==> src/rtl/sequential_divider.sv <==
// sequential_divider: restoring shift-subtract unsigned divider, one quotient bit per clock
module sequential_divider #(
  parameter int N = 32
) (
  input  logic         clk,
  input  logic         rst_n,
  input  logic         start,
  input  logic [N-1:0] A,
  input  logic [N-1:0] B,
  output logic [N-1:0] Q,
  output logic [N-1:0] R,
  output logic         busy,
  output logic         done,
  output logic         div_by_zero
);
  localparam int CW = $clog2(N + 1);
  typedef enum logic {IDLE, RUN} state_t;
  state_t state;
  logic [N-1:0] dividend, divisor, quo, rem, quo_next, rem_next;
  logic [N:0] shifted, trial;
  logic [CW-1:0] cnt;
  logic borrow;
  // One restoring step; the stored remainder is always below the divisor, so its
  // (N+1)-th bit only ever exists transiently in the shifted value.
  always_comb begin
    shifted  = {rem, dividend[N-1]};
    trial    = shifted - {1'b0, divisor};
    borrow   = trial[N];
    rem_next = borrow ? shifted[N-1:0] : trial[N-1:0];
    quo_next = {quo[N-2:0], ~borrow};
  end
  // Control FSM and datapath: accept in IDLE, iterate N steps in RUN, register results.
  always_ff @(posedge clk or negedge rst_n) begin
    if (!rst_n) begin
      state       <= IDLE;
      cnt         <= '0;
      dividend    <= '0;
      divisor     <= '0;
      rem         <= '0;
      quo         <= '0;
      Q           <= '0;
      R           <= '0;
      busy        <= 1'b0;
      done        <= 1'b0;
      div_by_zero <= 1'b0;
    end else begin
      done <= 1'b0;
      if (state == IDLE) begin
        if (start && B == '0) begin
          Q           <= '1;
          R           <= A;
          div_by_zero <= 1'b1;
          done        <= 1'b1;
        end else if (start) begin
          dividend <= A;
          divisor  <= B;
          rem      <= '0;
          quo      <= '0;
          cnt      <= CW'(N);
          busy     <= 1'b1;
          state    <= RUN;
        end
      end else begin
        rem      <= rem_next;
        quo      <= quo_next;
        dividend <= {dividend[N-2:0], 1'b0};
        cnt      <= cnt - CW'(1);
        if (cnt == CW'(1)) begin
          Q           <= quo_next;
          R           <= rem_next;
          div_by_zero <= 1'b0;
          done        <= 1'b1;
          busy        <= 1'b0;
          state       <= IDLE;
        end
      end
    end
  end
endmodule
==> config.mk <==
export PLATFORM = sky130hd
export DESIGN_NAME = sequential_divider
export DESIGN_NICKNAME = d
export VERILOG_FILES = /design/src/rtl/sequential_divider.sv
export SDC_FILE = /design/constraint.sdc
export NUM_CORES = 1
export LEC_CHECK = 0
export CORE_ASPECT_RATIO = 1.4
export CORE_MARGIN = 1
export CORE_UTILIZATION = 56
export CTS_CLUSTER_SIZE = 40
export DETAILED_ROUTE_END_ITERATION = 16
export GPL_ROUTABILITY_DRIVEN = 0
export HOLD_SLACK_MARGIN = 0.05
export PLACE_DENSITY = 0.79
export REMOVE_ABC_BUFFERS = 1
export SLEW_MARGIN = 20
export SYNTH_ARGS = -nofsm -noshare
export SYNTH_HDL_FRONTEND = slang
export SYNTH_SLANG_ARGS = --single-unit
==> constraint.sdc <==
create_clock -name clk -period 3 [get_ports clk]
set_input_delay 0.6 -clock clk [delete_from_list [all_inputs] [get_ports clk]]
set_output_delay 0.6 -clock clk [all_outputs]
set_load 0.02 [all_outputs]
==> results.toml, run 1 <==
[clock_tree]
tritoncts = "done"
numCtsBuffers = 20
cts_setup_buffers = 0
clock-root-buffer = "clkbuf_16"
ctsHoldBuffers = 0
cts.sinks = 201
clkSlewWorstSetupHoldPaths_ns = 0.06
cts_max_path_buffers = 3
htree_levels = 1
clk_latency_ns = 0.49

[yosys]
syn_area_per_cell_sq_um = 8.99
syn_inst = 1181
synth_flop_cell = "dfrtp_1"
synth_edf_count = 0
synthesis.area_sq_um = 10600
ys_types = 68
ys_seq_area_share_pct = 47.4
async_flop_share_pct = 100
synth-seq-cells = 201
yosysWarnings = 0

[critical_path]
crit_path_end_kind = "flop"
critPathTopFamily = "compound AO/OA/AOI/OAI gates"
cp_data_arrival_time_ns = 3.26
r2r_start = "rem[20]"
path_class = "flop to flop"
worstPathMaxFanout = 8
crit_path_top_delay_cell = "a221o_1"
cp-start-kind = "flop"
r2r_setup_slack_ns = 0.12
path_cells = "ha_1, a21oi_1, o21ai_1, a221o_1, and3_1, a31o_1, o21a_2, buf_12, mux2_4, a22o_1"
cp.required_ns = 3.38
cp-startpoint = "rem[20]"
crit_buf_inv = 1
slowest_delay_ns = 0.42

[cells_and_area]
diodes = 0
postLayoutCellArea_sq_um = 13400
area_delta_synth_final_pct = 26.0
nets = 1429
final_layout_size_suffix_gt1_share_pct = 9.50
nFillCells = 1434
final_common_cell = "nand2_1"
mostFrequentLayoutCells = "nand2_1, dfrtp_1, o21ai_0, clkdlybuf4s50_1, a21oi_1"

[drt]
routed_wirelength_um = 28300
drtPass1Iterations = 5
routed_via_density = 5.94
drcViolationCount = 0
ant_nets = 0
drtIter0Drc = 592
wl_per_cell_um = 17.9
num_vias = 9386

[min_path]
hp-class = "primary input to asynchronous set/reset pin"

[timing]
fin_ws_ns = 0.121
min_period_ns = 2.88
fin_tns_setup_ns = 0
period_share_pct = 96.0
slew_viol_final = 0
hold_violations = 0
fmax_ghz = 0.347
tightest_slew_ns = 0.727
setup_viol = 0
hold_ws_ns = 0.121
clock_skew_ns = 0.0138
max_slew_margin_pct = 51.6
grt_setup_unrepaired = "no"

[outcome]
status = "finished, final reports clean"

[power]
power_density_nw_per_um2 = 1390
p_total_mw = 18.6
p_leak_nw = 6.08
vdd_drop_max_mv = 0.714

[grt]
grt_pass1_vias = 9493
grt_pass1_wl_um = 46600
antenna_found_initial = 0
grt_usage_pct = 29.7
grt_busiest_layer = "met2"
grt_max_degree = 81
use_met2_pct = 52.6
grtUsageMet3_pct = 4.66
grtUsageMet1_pct = 35.9
grt-ovfl-total = 0

[place]
dpl.hpwl_um = 19800
io_buffers = 133
dp_worst_setup_slack_ns = -0.0503
dpl-instance-area_sq_um = 12600

[flow_run]
drv_cap = 0

[die]
ios = 134
start_util_pct = 57.0
die_w_um = 118
die-area_sq_um = 19500
rows = 59
fp.coreArea_sq_um = 18600
die_y_um = 165
[through the flow]
stage                     cells  utilization (%)
after floorplan            1100                -
after global placement     1549             67.9
after detailed placement   1549             67.9
after CTS                  1581             71.6
after global routing       1581             71.9
final                      1581             71.9
[metal layers]
layer,wire length (um),part of all wire (%)
met1,11300,40
met2,14400,51
met3,1650,5.8
met4,984,3.5
met5,0,0
[logic make-up (layout without fill, tap and decap cells)]
group	after synthesis	count (layout)	synth area share (%)
simple gates	377	377	16.1
xor+xnor	27	27	2.23
flops	201	201	47.4
buf+inv	125	281	4.88
mux	59	59	5.62
fa+ha+maj	35	35	4.20
compound gates	357	357	19.5
[path summary, 6_finish.rpt]
path                            cells past startpoint           to
worst max register to register                     10      rem[21]
max in group asynchronous                           2  dividend[5]
worst min-delay path                                1  divisor[18]
min in group clk                                    2  dividend[8]
worst max-delay path                               10      rem[21]
worst min register to register                      2  dividend[8]
[cell usage after synthesis (all sizes together), types with 10 or more instances]
library cell	number	area (sq um)
clkbuf	71	268
nand3	25	125
nor3	11	55.1
and3	32	205
xnor2	15	131
nand2	234	881
nor4	14	87.6
inv	44	165
a21oi	63	315
buf	10	85.1
ha	34	425
a21o	27	203
xor2	12	105
dfrtp	201	5030
nor2	21	78.8
mux2i	57	571
o21ai	200	1000
[cell type report]
cell class                      count  area, sq um  share of cell area, %
Inverter                           44          165                   1.24
Multi-Input combinational cell    855         5130                   38.4
Clock inverter                      5          103                  0.767
Sequential cell                   201         5030                   37.7
Clock buffer                       27          578                   4.32
Tap cell                          244          305                   2.28
Timing Repair Buffer              205         2050                   15.3
[report_power, final]
group          internal [mW]  switching, mW  leakage [nW]
combinational           5.05           6.11          3.31
clock                   1.60           1.03         0.330
sequential              4.04          0.807          2.44
total                   10.7           7.95          6.08
[state kept, by name (all words and copies together), names as in the netlist]
register / cells
divisor: 32
R: 32
rem: 32
dividend: 32
state: 1
Q: 32
div_by_zero: 1
cnt: 6
quo: 31
done: 1
busy: 1
[what timing repair did]
item	CTS	global route
setup endpoints to repair	0	56
gates resized for setup	0	13
hold endpoints to repair	0	0
Power figures use the tool's default switching activity.
==> inputs of run 2 (changes only) <==
- HOLD_SLACK_MARGIN: 0.05 -> default
- RECOVER_POWER: default -> 25
==> run 2 against run 1 <==
The flow now finishes with violations (capacitance limit, slew limit). Die area stayed put. Hold slack better by 0.36 ns. Count of clock-buffer cells in the layout did not move. Critical path type unchanged. Critical endpoint unchanged.
==> results.toml, run 2 (same netlist as run 1, synthesis figures left out) <==
[cells_and_area]
stdcell_count = 1581
diodes = 0
final_common_cell = "nand2_1"
postLayoutCellArea_sq_um = 13400
mostFrequentLayoutCells = "nand2_1, dfrtp_1, o21ai_0, clkdlybuf4s50_1, a21oi_1"
area_delta_synth_final_pct = 25.9
final_layout_size_suffix_gt1_share_pct = 9.50
utilization_pct = 71.8
nets = 1429

[die]
start_util_pct = 57.0
ios = 134
die_y_um = 165
rows = 59
die_w_um = 118
fp.coreArea_sq_um = 18600
die-area_sq_um = 19500

[min_path]
hp-class = "flop to flop"

[drt]
drtIter0Drc = 551
routed_wirelength_um = 28300
wl_per_cell_um = 17.9
drtPass1Iterations = 5
routed_via_density = 5.92
ant_nets = 0
num_vias = 9355
drcViolationCount = 0

[clock_tree]
clock-root-buffer = "clkbuf_16"
clkSlewWorstSetupHoldPaths_ns = 0.06
tritoncts = "done"
clk_latency_ns = 0.49
cts_setup_buffers = 0
cts_max_path_buffers = 3
numCtsBuffers = 20
htree_levels = 1
cts.sinks = 201

[critical_path]
cp_data_arrival_time_ns = 3.27
r2r_start = "rem[20]"
cp-start-kind = "flop"
cp.required_ns = 3.38
worstPathMaxFanout = 8
path_class = "flop to flop"
reg2reg_depth = 10
crit_path_end_kind = "flop"
reg2reg_to = "rem[21]"
endpoint = "rem[21]"
r2r_setup_slack_ns = 0.11
cp-startpoint = "rem[20]"

[grt]
grt_pass1_wl_um = 46600
antenna_found_initial = 0
grt_usage_pct = 29.7
grt_max_degree = 81
grt_pass1_vias = 9493
grt-ovfl-total = 0

[timing]
period_share_pct = 96.2
slew_viol_final = 71
grt_setup_unrepaired = "no"
hold_violations = 0
min_period_ns = 2.89
fmax_ghz = 0.346
clock_skew_ns = 0.0113
hold_ws_ns = 0.483
setup_viol = 0
max_slew_margin_pct = -25.1
tightest_slew_ns = 1.88

[place]
dpl.hpwl_um = 19800
dpl.cell_count = 1549
io_buffers = 133
dpl-instance-area_sq_um = 12600

[power]
p_total_mw = 18.6
p_leak_nw = 6.08
power_density_nw_per_um2 = 1390
vdd_drop_max_mv = 0.716

[outcome]
status = "finished, violations left"
violations = "capacitance limit, slew limit"

[flow_run]
drv_cap = 1
run 2: power by group:
group          internal, mW  switching (mW)  total, mW
clock network          1.60            1.03       2.63
registers              4.04           0.805       4.84
logic                  5.05            6.11       11.2
total                  10.7            7.95       18.6
run 2: repair_timing:
action,CTS,global route
endpoints found under the setup margin,0,56
resized for setup,0,13
hold buffers,0,0
run 2: how the worst min path moves through the flow:
stage                            from     endpoint  slack, ns  cells after the start
final                     dividend[7]  dividend[8]       0.48                      2
after global routing      dividend[0]  dividend[1]       0.51                      2
after CTS                       rst_n  divisor[24]       0.14                      1
after detailed placement  div_by_zero  div_by_zero       0.47                      1
after global placement    dividend[3]  dividend[4]       0.46                      2
after floorplan                 rst_n         Q[0]       0.30                      0
run 2: through the flow:
stage,TNS (ns),setup WS [ns]
finish,0,0.113
global route,0,0.00904
CTS,0,0.0410
detailed placement,-0.986,-0.0503
global placement,-2.90,-0.0786
floorplan,-385.78,-3.47
run 2: metal layers:
layer / track usage, % / vias up / routed length [um]
li1: - / 4414 / -
met1: 35.9 / 4564 / 11200
met2: 52.6 / 307 / 14400
met3: 4.66 / 70 / 1690
met4: 12.7 / 0 / 978
met5: 0 / - / 0
run 2: layout make-up:
class                   count  area [sq um]
clock buffers              27           578
clock inverters             5           103
fillers                  1437          5240
inverters                  44           165
multi-input cells         855          5130
flip-flops and latches    201          5030
well taps                 244           305
repair buffers            205          2040
run 2: critical path, stage by stage, from the launching register on:
cell and delay [ns]:
dfrtp_1 0.42, ha_1 0.36, a21oi_1 0.18, o21ai_1 0.10, a221o_1 0.42, and3_1 0.21
a31o_1 0.19, o21a_2 0.26, buf_12 0.16, mux2_4 0.30, a22o_1 0.17
==> inputs of run 3 (changes only) <==
- PLACE_DENSITY: 0.79 -> default
- PLACE_DENSITY_LB_ADDON: default -> 0.05
==> run 3 against run 2 <==
The flow still finishes with violations (capacitance limit, slew limit). Register-to-register slack worse by 0.02 ns. Non-clock buffer count up 10. Combinational power barely moved. Worst setup slack got worse by 0.023 ns. Sequential share of layout area shrank 0.23 points. Final area grew 0.63%. First-iteration DRC count grew 6.2%. Largest power group unchanged.
==> results.toml, run 3 (same netlist as run 1, synthesis figures left out) <==
[die]
die-area_sq_um = 19500
rows = 59
start_util_pct = 57.0
ios = 134
fp.coreArea_sq_um = 18600
die_y_um = 165
die_w_um = 118

[critical_path]
crit_path_end_kind = "flop"
worstPathMaxFanout = 21
cp.required_ns = 3.38
cp-start-kind = "flop"
cp_data_arrival_time_ns = 3.29
path_class = "flop to flop"

[power]
p_int_mw = 10.7
power.share.combinational_pct = 60.4
switching_share_pct = 42.7
vdd_drop_max_mv = 0.692
p_leak_nw = 6.11
p_clk_share_pct = 13.7
power_density_nw_per_um2 = 1390
p_switching_mw = 8.01
p_total_mw = 18.7
seqPwrFrac_pct = 25.9

[timing]
tightest_slew_ns = 2.03
period_share_pct = 97.0
clock_skew_ns = 0.0108
fmax_ghz = 0.344
grt_setup_unrepaired = "yes"
setup_viol = 0
min_period_ns = 2.91
slew_viol_final = 83
max_slew_margin_pct = -35.5
hold_violations = 0

[cells_and_area]
mostFrequentLayoutCells = "nand2_1, dfrtp_1, o21ai_0, clkdlybuf4s50_1, buf_4"
final_common_cell = "nand2_1"
final_layout_size_suffix_gt1_share_pct = 11.2
stdcell_count = 1594
area_delta_synth_final_pct = 26.7
nFillCells = 1500
nets = 1439
diodes = 0

[grt]
antenna_found_initial = 1
grt_max_degree = 84
grt_usage_pct = 29.6
grt-ovfl-total = 0
grt_pass1_wl_um = 45900
grt_pass1_vias = 9444

[clock_tree]
clk_latency_ns = 0.50
clkSlewWorstSetupHoldPaths_ns = 0.06
tritoncts = "done"
numCtsBuffers = 20
cts_max_path_buffers = 3
cts.sinks = 201
htree_levels = 1
clock-root-buffer = "clkbuf_16"

[drt]
ant_nets = 0
routed_via_density = 5.82
num_vias = 9270
wl_met2_um = 14400
wl_per_cell_um = 17.8
routedLengthMet1_um = 11100
routed_wirelength_um = 28400
maxUsedRoutingLayer = "met4"
drtIter0Drc = 585
drcViolationCount = 0
dr_wl_met3_um = 1530
drtPass1Iterations = 5

[outcome]
status = "finished, violations left"
violations = "capacitance limit, slew limit"

[place]
dpl.hpwl_um = 19800
io_buffers = 133
dpl.cell_count = 1557

[min_path]
hp-class = "flop to flop"

[flow_run]
drv_cap = 1
-- run 3: cell count changes in the layout (fill, tap and decap cells not counted), sizes merged --
cell / before / now
buf: 72 / 81
bufinv: 3 / 1
clkbuf: 28 / 32
clkinv: 1 / 4
clkinvlp: 1 / 0
-- run 3: path summary, 6_finish.rpt --
check / slack [ns] / startpoint / end / cells after the start
max: 0.09 / rem[22] / R[0] / 10
min: 0.48 / div_by_zero / div_by_zero / 1
max reg2reg: 0.09 / rem[22] / R[0] / 10
min reg2reg: 0.48 / div_by_zero / div_by_zero / 1
max in group asynchronous: 1.00 / rst_n / Q[22] / 2
min in group asynchronous: 0.68 / rst_n / divisor[8] / 1
-- run 3: stage by stage --
step	hold WS, ns	cell area, sq um	util (%)	setup slack, ns	TNS [ns]
floorplan	0.304	10300	-	-3.47	-385.78
global placement	0.461	12600	67.9	-0.126	-5.93
detailed placement	0.474	12600	67.9	-0.142	-6.96
CTS	0.161	13300	71.6	0.0629	0
global route	0.492	13400	72.3	-0.0139	-0.0139
finish	0.483	13400	72.3	0.0898	0
-- run 3: power by group through the flow --
| stage | logic [mW] | registers, mW | clock network [mW] |
|---|---|---|---|
| 3_5_place_dp | 10.6 | 4.84 | 0 |
| 5_1_grt | 12.4 | 4.99 | 2.70 |
| 4_1_cts | 10.7 | 4.82 | 2.61 |
| 6_report | 11.3 | 4.85 | 2.57 |
| 3_3_place_gp | 10.4 | 4.82 | 0 |
| 2_1_floorplan | 6.42 | 5.27 | 0 |
-- run 3: worst max-delay path: stages (launching register included) --
cell and delay (ns):
dfrtp_1 0.40, ha_1 0.30, and2_1 0.20, and3_4 0.19
a221o_1 0.39, and3_1 0.20, a31o_1 0.21, o21a_4 0.26
buf_12 0.18, o211a_1 0.26, o22a_1 0.19
-- run 3: per-layer routing --
metal | GRT usage, % | up-vias
met1 | 34.5 | 4465
met5 | 0 | -
met4 | 14.6 | 0
met3 | 4.14 | 79
met2 | 53.4 | 283
li1 | - | 4443
-- run 3: timing repair --
item                                    4_1_cts  5_1_grt
endpoints found under the setup margin        0       44
buffers inserted                              0        1
gates resized for setup                       0       23
hold buffers                                  0        0
-- run 3: cell type report --
type	count	area, sq um	share of cell area (%)
multi-input combinational	855	5190	38.6
sequential	201	5030	37.4
timing repair buffer	215	2070	15.4
clock buffer	30	619	4.61
tap	244	305	2.27
inverter	44	165	1.23
clock inverter	5	57.6	0.428
